$ cat config.mk
export PLATFORM = sky130hd
export DESIGN_NAME = cb_alloc_dispatch_flat
export DESIGN_NICKNAME = d
export VERILOG_FILES = /design/src/rtl/cb_alloc_dispatch_if.sv /design/src/rtl/cb_alloc_dispatch.sv /design/src/flat_wrapper.sv
export SDC_FILE = /design/constraint.sdc
export NUM_CORES = 1
export LEC_CHECK = 0
export ABC_CLOCK_PERIOD_IN_PS = 3700
export CAP_MARGIN = 20
export CORE_UTILIZATION = 40
export CTS_BUF_LIST = sky130_fd_sc_hd__clkbuf_8
export DETAILED_ROUTE_END_ITERATION = 7
export HOLD_SLACK_MARGIN = 0.15
export SETUP_SLACK_MARGIN = 0.5
export SLEW_MARGIN = 20
export SYNTH_ARGS = -nofsm -noshare
export SYNTH_HDL_FRONTEND = slang
export SYNTH_SLANG_ARGS = --single-unit
$ cat constraint.sdc
create_clock -name CLK -period 3.7 [get_ports CLK]
set_input_delay 0.37 -clock CLK [delete_from_list [all_inputs] [get_ports CLK]]
set_output_delay 0.37 -clock CLK [all_outputs]
set_load 0.01 [all_outputs]
$ cat src/rtl/cb_alloc_dispatch_if.sv
// Signal bundle between decode, the completion buffer, issue and cb_alloc_dispatch.
// The slave modport is the dispatch block's view; master is the surrounding pipeline's view.
interface cb_alloc_dispatch_if #(parameter int NUM_ENTRY = 16);
  localparam int IW = $clog2(NUM_ENTRY);

  logic          in_valid;
  logic          in_ready;
  logic [1:0]    in_fu_sel;
  logic [4:0]    in_vd;
  logic          in_wen;
  logic [31:0]   in_pc;
  logic          in_rv32v;
  logic          in_rv32v_wb_scalar;

  logic [IW-1:0] cb_cur_tail;
  logic          cb_full;
  logic          cb_flush;
  logic          cb_alloc_ena;
  logic          cb_rv32v_instr;
  logic          cb_rv32v_wb_scalar_ena;

  logic          out_valid;
  logic          out_ready;
  logic [IW-1:0] out_index;
  logic [1:0]    out_fu_sel;
  logic [4:0]    out_vd;
  logic          out_wen;
  logic [31:0]   out_pc;
  logic          out_rv32v;

  logic          alloc_err;

  modport slave (
    input  in_valid, in_fu_sel, in_vd, in_wen, in_pc, in_rv32v, in_rv32v_wb_scalar,
    input  cb_cur_tail, cb_full, cb_flush, out_ready,
    output in_ready, cb_alloc_ena, cb_rv32v_instr, cb_rv32v_wb_scalar_ena,
    output out_valid, out_index, out_fu_sel, out_vd, out_wen, out_pc, out_rv32v, alloc_err
  );

  modport master (
    output in_valid, in_fu_sel, in_vd, in_wen, in_pc, in_rv32v, in_rv32v_wb_scalar,
    output cb_cur_tail, cb_full, cb_flush, out_ready,
    input  in_ready, cb_alloc_ena, cb_rv32v_instr, cb_rv32v_wb_scalar_ena,
    input  out_valid, out_index, out_fu_sel, out_vd, out_wen, out_pc, out_rv32v, alloc_err
  );
endinterface

$ cat src/rtl/cb_alloc_dispatch.sv
// Allocates one completion-buffer entry per decoded instruction and queues it, tagged with the CB tail, for issue.
// Optional tag-consistency checker enabled by defining CB_ALLOC_CHECK_EN (alloc_err tied low otherwise).
module cb_alloc_dispatch #(
  parameter int NUM_ENTRY = 16,
  parameter int QDEPTH    = 4
) (
  input logic CLK,
  input logic nRST,
  cb_alloc_dispatch_if.slave bus
);
  localparam int IW = $clog2(NUM_ENTRY);
  localparam int PW = $clog2(QDEPTH);
  localparam logic [PW:0]   CNT_ONE = (PW+1)'(1);
  localparam logic [PW:0]   CNT_MAX = (PW+1)'(QDEPTH);
  localparam logic [PW-1:0] PTR_ONE = PW'(1);

  typedef enum logic {RUN, RECOVER} state_t;

  typedef struct packed {
    logic [IW-1:0] index;
    logic [1:0]    fu_sel;
    logic [4:0]    vd;
    logic          wen;
    logic [31:0]   pc;
    logic          rv32v;
  } entry_t;

  state_t        state;
  entry_t        fifo [QDEPTH];
  entry_t        push_entry;
  entry_t        head;
  logic [PW-1:0] wr_ptr;
  logic [PW-1:0] rd_ptr;
  logic [PW:0]   count;
  logic          run;
  logic          push;
  logic          pop;

  // No pop bypass: a full FIFO refuses new work even when the head leaves this cycle.
  assign run          = (state == RUN);
  assign bus.in_ready = nRST & run & ~bus.cb_full & ~bus.cb_flush & (count < CNT_MAX);
  assign push         = bus.in_valid & bus.in_ready;
  assign bus.out_valid = (count != '0) & run & ~bus.cb_flush;
  assign pop          = bus.out_valid & bus.out_ready;

  assign bus.cb_alloc_ena           = push;
  assign bus.cb_rv32v_instr         = push & bus.in_rv32v;
  assign bus.cb_rv32v_wb_scalar_ena = push & bus.in_rv32v & bus.in_rv32v_wb_scalar;

  assign push_entry.index  = bus.cb_cur_tail;
  assign push_entry.fu_sel = bus.in_fu_sel;
  assign push_entry.vd     = bus.in_vd;
  assign push_entry.wen    = bus.in_wen;
  assign push_entry.pc     = bus.in_pc;
  assign push_entry.rv32v  = bus.in_rv32v;

  assign head           = fifo[rd_ptr];
  assign bus.out_index  = head.index;
  assign bus.out_fu_sel = head.fu_sel;
  assign bus.out_vd     = head.vd;
  assign bus.out_wen    = head.wen;
  assign bus.out_pc     = head.pc;
  assign bus.out_rv32v  = head.rv32v;

  // Flush wins over everything and empties the queue; RECOVER gives the CB one cycle to rewind its tail.
  always_ff @(posedge CLK or negedge nRST) begin
    if (!nRST) begin
      state  <= RUN;
      wr_ptr <= '0;
      rd_ptr <= '0;
      count  <= '0;
      for (int i = 0; i < QDEPTH; i++) begin
        fifo[i] <= '0;
      end
    end else if (bus.cb_flush) begin
      state  <= RECOVER;
      wr_ptr <= '0;
      rd_ptr <= '0;
      count  <= '0;
    end else begin
      case (state)
        RUN: begin
          if (push) begin
            fifo[wr_ptr] <= push_entry;
            wr_ptr       <= wr_ptr + PTR_ONE;
          end
          if (pop) begin
            rd_ptr <= rd_ptr + PTR_ONE;
          end
          if (push && !pop) begin
            count <= count + CNT_ONE;
          end else if (pop && !push) begin
            count <= count - CNT_ONE;
          end
        end
        default: state <= RUN;
      endcase
    end
  end

`ifdef CB_ALLOC_CHECK_EN
  logic [IW:0] shadow_tail;
  logic        alloc_err_q;

  // Independent tail model: any disagreement with the CB's tail on allocation latches an error.
  always_ff @(posedge CLK or negedge nRST) begin
    if (!nRST) begin
      shadow_tail <= '0;
      alloc_err_q <= 1'b0;
    end else if (bus.cb_flush) begin
      shadow_tail <= '0;
    end else if (push) begin
      shadow_tail <= shadow_tail + (IW+1)'(1);
      if (bus.cb_cur_tail != shadow_tail[IW-1:0]) begin
        alloc_err_q <= 1'b1;
      end
    end
  end

  assign bus.alloc_err = alloc_err_q;
`else
  assign bus.alloc_err = 1'b0;
`endif
endmodule
$ cat src/flat_wrapper.sv
// flat-port wrapper written by rule: the top's interface ports become plain ports
module cb_alloc_dispatch_flat 
#(
  parameter int NUM_ENTRY = 16,
  parameter int QDEPTH    = 4
)
  (CLK, nRST, bus_in_valid, bus_in_fu_sel, bus_in_vd, bus_in_wen, bus_in_pc, bus_in_rv32v, bus_in_rv32v_wb_scalar, bus_cb_cur_tail, bus_cb_full, bus_cb_flush, bus_out_ready, bus_in_ready, bus_cb_alloc_ena, bus_cb_rv32v_instr, bus_cb_rv32v_wb_scalar_ena, bus_out_valid, bus_out_index, bus_out_fu_sel, bus_out_vd, bus_out_wen, bus_out_pc, bus_out_rv32v, bus_alloc_err);
  cb_alloc_dispatch_if #(.NUM_ENTRY(NUM_ENTRY)) bus_i ();
  input logic CLK;
  input logic nRST;
  input wire logic [$bits(bus_i.in_valid)-1:0] bus_in_valid;
  input wire logic [$bits(bus_i.in_fu_sel)-1:0] bus_in_fu_sel;
  input wire logic [$bits(bus_i.in_vd)-1:0] bus_in_vd;
  input wire logic [$bits(bus_i.in_wen)-1:0] bus_in_wen;
  input wire logic [$bits(bus_i.in_pc)-1:0] bus_in_pc;
  input wire logic [$bits(bus_i.in_rv32v)-1:0] bus_in_rv32v;
  input wire logic [$bits(bus_i.in_rv32v_wb_scalar)-1:0] bus_in_rv32v_wb_scalar;
  input wire logic [$bits(bus_i.cb_cur_tail)-1:0] bus_cb_cur_tail;
  input wire logic [$bits(bus_i.cb_full)-1:0] bus_cb_full;
  input wire logic [$bits(bus_i.cb_flush)-1:0] bus_cb_flush;
  input wire logic [$bits(bus_i.out_ready)-1:0] bus_out_ready;
  output wire logic [$bits(bus_i.in_ready)-1:0] bus_in_ready;
  output wire logic [$bits(bus_i.cb_alloc_ena)-1:0] bus_cb_alloc_ena;
  output wire logic [$bits(bus_i.cb_rv32v_instr)-1:0] bus_cb_rv32v_instr;
  output wire logic [$bits(bus_i.cb_rv32v_wb_scalar_ena)-1:0] bus_cb_rv32v_wb_scalar_ena;
  output wire logic [$bits(bus_i.out_valid)-1:0] bus_out_valid;
  output wire logic [$bits(bus_i.out_index)-1:0] bus_out_index;
  output wire logic [$bits(bus_i.out_fu_sel)-1:0] bus_out_fu_sel;
  output wire logic [$bits(bus_i.out_vd)-1:0] bus_out_vd;
  output wire logic [$bits(bus_i.out_wen)-1:0] bus_out_wen;
  output wire logic [$bits(bus_i.out_pc)-1:0] bus_out_pc;
  output wire logic [$bits(bus_i.out_rv32v)-1:0] bus_out_rv32v;
  output wire logic [$bits(bus_i.alloc_err)-1:0] bus_alloc_err;
  assign bus_i.in_valid = bus_in_valid;
  assign bus_i.in_fu_sel = bus_in_fu_sel;
  assign bus_i.in_vd = bus_in_vd;
  assign bus_i.in_wen = bus_in_wen;
  assign bus_i.in_pc = bus_in_pc;
  assign bus_i.in_rv32v = bus_in_rv32v;
  assign bus_i.in_rv32v_wb_scalar = bus_in_rv32v_wb_scalar;
  assign bus_i.cb_cur_tail = bus_cb_cur_tail;
  assign bus_i.cb_full = bus_cb_full;
  assign bus_i.cb_flush = bus_cb_flush;
  assign bus_i.out_ready = bus_out_ready;
  assign bus_in_ready = bus_i.in_ready;
  assign bus_cb_alloc_ena = bus_i.cb_alloc_ena;
  assign bus_cb_rv32v_instr = bus_i.cb_rv32v_instr;
  assign bus_cb_rv32v_wb_scalar_ena = bus_i.cb_rv32v_wb_scalar_ena;
  assign bus_out_valid = bus_i.out_valid;
  assign bus_out_index = bus_i.out_index;
  assign bus_out_fu_sel = bus_i.out_fu_sel;
  assign bus_out_vd = bus_i.out_vd;
  assign bus_out_wen = bus_i.out_wen;
  assign bus_out_pc = bus_i.out_pc;
  assign bus_out_rv32v = bus_i.out_rv32v;
  assign bus_alloc_err = bus_i.alloc_err;
  cb_alloc_dispatch #(.NUM_ENTRY(NUM_ENTRY), .QDEPTH(QDEPTH)) u_core (.CLK(CLK), .nRST(nRST), .bus(bus_i));
endmodule
==> impl_metrics.csv <==
group,metric,value,unit
layout,area_growth_syn_to_layout,15.42,%
clocking,clkSinkCount,188,
yosys,synth_cell_types,33,
sta,timing_hold_violations_final,0,
sta,final_min_period_over_clock_period,0.8224,
placed_design,postPlaceCellArea,10140,um2
layout,layout.nets,639,
sta,finalSetupViolCount,0,
yosys,synthesis.nets,543,
clocking,cts_made_buffers,17,
global_route,global_route.overflow_total,0,
sta,timing.max_slew.rel_slack,0.4134,
routing,wl,18.48,mm
sta,totalNegativeSetupSlack,0,ns
global_route,grt_start_max_net_pins,68,
critical_path,cp_required,3.33,ns
placed_design,port-buffer-count,101,
routing,first_pass_iters,4,
yosys,synth_mux_area_frac,0.4014,
run_status,outcome,"complete, no violations",
placed_design,dpl_worst_slack,0.9687,ns
power_and_ir_drop,pwr_density_cell,444.7,nW/um2
sta,unrepaired_setup_endpoints_after_global_routing,"no",
yosys,synth-adder-area-share,0.007683,
critical_path,crit_path_max_incr_delay,0.55,ns
yosys,synth_cells,486,
clocking,clk_pin_slew_worst_paths,0.09,ns
routing,wire_per_inst,21.14,um
layout,layout.cell_area.non_filler,10530,um2
routing,ant_nets,0,
power_and_ir_drop,vdd.ir_drop.worst,0.1984,mV
global_route,grt_antenna_before_repair,0,
die,io_pins,103,
die,row_count,54,
sta,worst_slew_pin_slew,0.8799,ns
placed_design,placed_wire_length_estimate,10.67,mm
critical_path,cpMaxStageDelayCell,"sky130_fd_sc_hd__and4_4",
routing,initial_drt_markers,183,
routing,num_vias,4486,
yosys,synthXorXnorAreaFrac,0.002881,
critical_path,worstSetupPathType,"in2out",
die,die_area,23410,um2
sta,min_period,3.043,ns
layout,final_layout_size_suffix_gt1_frac,0.4495,
critical_path,worst-path-max-fanout,61,
clocking,cts_tree,"done",
yosys,main_combinational_cell_family_by_area_after_synthesis,"multiplexers",
placed_design,gpl.final_weighted_congestion,0.7006,
die,die_x,153.0,um
global_route,wire_length_of_the_first_global_routing_pass,30.24,mm
clocking,root_driver,"sky130_fd_sc_hd__clkbuf_8",
sta,finalClockSkew,0.007766,ns
clocking,cts.repair_timing.setup_buffer_count,0,
yosys,avgSynthCellArea,18.77,um2
power_and_ir_drop,power.leakage,5.187,nW
clocking,cts_max_level,4,
die,starting_density_of_the_core,0.4128,
yosys,synthesis.area,9120,um2
routing,post_drt_via_cell_ratio,5.133,
yosys,synth.yosys.warnings,0,
yosys,synth_simple_gate_area_share,0.02140,
sta,fmaxAchievable,328.6,MHz
yosys,synth.yosys.seq_area_share,0.5158,
critical_path,end_kind,"primary output",
critical_path,crit_path_start_kind,"input port",
critical_path,timing.critical_path.cells,"dlygate4sd3_1 -> clkbuf_8 -> and4_4 -> and3_1 -> clkdlybuf4s50_1",
clocking,ctsLongestPathBuffers,2,
layout,final_core_utilization,0.4764,
sta,final_critical_path_setup_slack,0.6571,ns
die,area_inside_the_core_boundary,22090,um2
sta,final-max-slew-violation-count,0,
global_route,global_route.usage.total,0.1688,
clocking,worstSkewPairLatency,0.45,ns
min_path,hold_crit_class,"in2async",
die,height_of_the_die,153.0,um
layout,diodes,0,
yosys,yosys_register_bits,188,
global_route,via_count_of_the_first_global_routing_pass,5222,
critical_path,worst_ep_arrival_time,2.67,ns
routing,drc_violations_left,0,
run,cap_viol_max_count,0,
yosys,compound_gate_fraction_of_synth_area,0.003979,
[logic make-up (layout without fill, tap and decap cells)]
family	count (synthesis)	count (layout)
adder cells (fa/ha/maj)	5	5
AND/OR/NAND/NOR	23	23
other	1	1
XOR/XNOR	3	3
AO/OA/AOI/OAI	5	5
buffers and inverters	34	142
flip-flops	188	188
multiplexers	227	227
[power breakdown]
part	total (mW)	switching (mW)	leakage, nW	internal [mW]
combinational	0.997	0.340	2.45	0.657
sequential	2.33	0.105	2.54	2.23
clock	1.35	0.741	0.205	0.610
[worst max-delay path, delay by kind of cell]
family / cells / cell delay (ns)
and+or+nand+nor: 2 / 0.75
buffers and inverters: 3 / 1.52
[layout make-up]
type	count	area, um2
Timing Repair Buffer	106	1080
Fill cell	1855	11570
Multi-Input combinational cell	264	3993
Inverter	5	18.77
Clock inverter	13	127.6
Tap cell	280	350.3
Clock buffer	18	247.7
Sequential cell	188	4710
[sequential cells by signal, summed over array words and instances (netlist names)]
signal / flops
u_core.fifo: 180
u_core.count: 3
u_core.rd_ptr: 2
u_core.wr_ptr: 2
u_core.state: 1
[synth_stat cells]
| cell type | instances | area share |
|---|---|---|
| sky130_fd_sc_hd__buf_12 | 17 | 0.037 |
| sky130_fd_sc_hd__and3_1 | 2 | 0.0014 |
| sky130_fd_sc_hd__ha_1 | 4 | 0.0055 |
| sky130_fd_sc_hd__mux4_2 | 45 | 0.11 |
| sky130_fd_sc_hd__o21ai_0 | 1 | 0.00055 |
| sky130_fd_sc_hd__o31ai_1 | 1 | 0.00082 |
| sky130_fd_sc_hd__mux2_2 | 20 | 0.025 |
| sky130_fd_sc_hd__or3_1 | 1 | 0.00069 |
| sky130_fd_sc_hd__nand2_8 | 4 | 0.0088 |
| sky130_fd_sc_hd__and4_4 | 1 | 0.0012 |
| sky130_fd_sc_hd__nand3_1 | 1 | 0.00055 |
| sky130_fd_sc_hd__nor2_1 | 3 | 0.0012 |
| sky130_fd_sc_hd__nor2_4 | 1 | 0.0012 |
| sky130_fd_sc_hd__conb_1 | 1 | 0.00041 |
| sky130_fd_sc_hd__and2_1 | 3 | 0.0021 |
| sky130_fd_sc_hd__buf_6 | 1 | 0.0012 |
| sky130_fd_sc_hd__clkbuf_1 | 4 | 0.0016 |
| sky130_fd_sc_hd__mux2_4 | 160 | 0.26 |
| sky130_fd_sc_hd__nand2_1 | 2 | 0.00082 |
| sky130_fd_sc_hd__xor2_1 | 2 | 0.0019 |
| sky130_fd_sc_hd__buf_4 | 1 | 0.00082 |
| sky130_fd_sc_hd__mux2i_1 | 2 | 0.0022 |
| sky130_fd_sc_hd__a21o_1 | 2 | 0.0016 |
| sky130_fd_sc_hd__inv_1 | 5 | 0.0021 |
| sky130_fd_sc_hd__fa_1 | 1 | 0.0022 |
| sky130_fd_sc_hd__buf_2 | 6 | 0.0033 |
| sky130_fd_sc_hd__nand2b_1 | 2 | 0.0014 |
| sky130_fd_sc_hd__o41ai_1 | 1 | 0.00096 |
| sky130_fd_sc_hd__and2b_1 | 1 | 0.00082 |
| sky130_fd_sc_hd__xnor2_1 | 1 | 0.00096 |
| sky130_fd_sc_hd__nand4_1 | 1 | 0.00069 |
| sky130_fd_sc_hd__nor3_1 | 1 | 0.00055 |
| sky130_fd_sc_hd__dfrtp_1 | 188 | 0.52 |
[worst paths after layout]
check	start	cells after the start	endpoint	slack, ns
max in group asynchronous	nRST	3	u_core.rd_ptr[0]	1.96
hold reg to reg	u_core.fifo[46]	1	u_core.fifo[46]	0.51
setup / recovery	nRST	5	bus_cb_rv32v_wb_scalar_ena	0.66
hold / removal	nRST	2	u_core.fifo[115]	0.45
setup reg to reg	u_core.count[2]	4	u_core.fifo[157]	1.70
min in group CLK	u_core.fifo[46]	1	u_core.fifo[46]	0.51
[per-stage QoR]
stage | total power [mW] | hold slack, ns | cells
3_5_place_dp | 3.379 | 0.4064 | 842
2_1_floorplan | 2.876 | 0.07441 | 486
5_1_grt | 4.893 | 0.4841 | 874
6_report | 4.681 | 0.4500 | 874
4_1_cts | 4.745 | 0.4466 | 874
3_3_place_gp | 3.349 | 0.3752 | 842
[metal layers]
layer | track usage | vias up | wire length [um]
li1 | - | 1973 | -
met4 | 0.03559 | 0 | 117
met5 | 0 | - | 0
met2 | 0.2630 | 96 | 8544
met1 | 0.2356 | 2408 | 8951
met3 | 0.04735 | 9 | 861
[cell usage in the layout (no fill, tap or decap), types with 2 or more instances in the layout]
cell type and instances:
sky130_fd_sc_hd__clkbuf_8 19, sky130_fd_sc_hd__clkinv_4 3, sky130_fd_sc_hd__nor2_1 3, sky130_fd_sc_hd__inv_1 7, sky130_fd_sc_hd__ha_1 4, sky130_fd_sc_hd__and2_1 3
sky130_fd_sc_hd__and3_1 2, sky130_fd_sc_hd__bufinv_16 2, sky130_fd_sc_hd__buf_12 2, sky130_fd_sc_hd__clkinv_2 5, sky130_fd_sc_hd__mux2i_1 2, sky130_fd_sc_hd__mux2_4 160
sky130_fd_sc_hd__nand2_1 2, sky130_fd_sc_hd__mux2_2 20, sky130_fd_sc_hd__buf_4 2, sky130_fd_sc_hd__xor2_1 2, sky130_fd_sc_hd__dfrtp_1 186, sky130_fd_sc_hd__nand2_8 4
sky130_fd_sc_hd__mux4_2 45, sky130_fd_sc_hd__a21o_1 2, sky130_fd_sc_hd__clkdlybuf4s50_1 100, sky130_fd_sc_hd__nand2b_1 2
[what timing repair did]
action                                  4_1_cts  5_1_grt
endpoints found under the setup margin        0        0
gates resized for setup                       0        0
hold buffers                                  1        0
endpoints found under the hold margin        57        0
No activity file was read; power rests on OpenSTA's default activity.
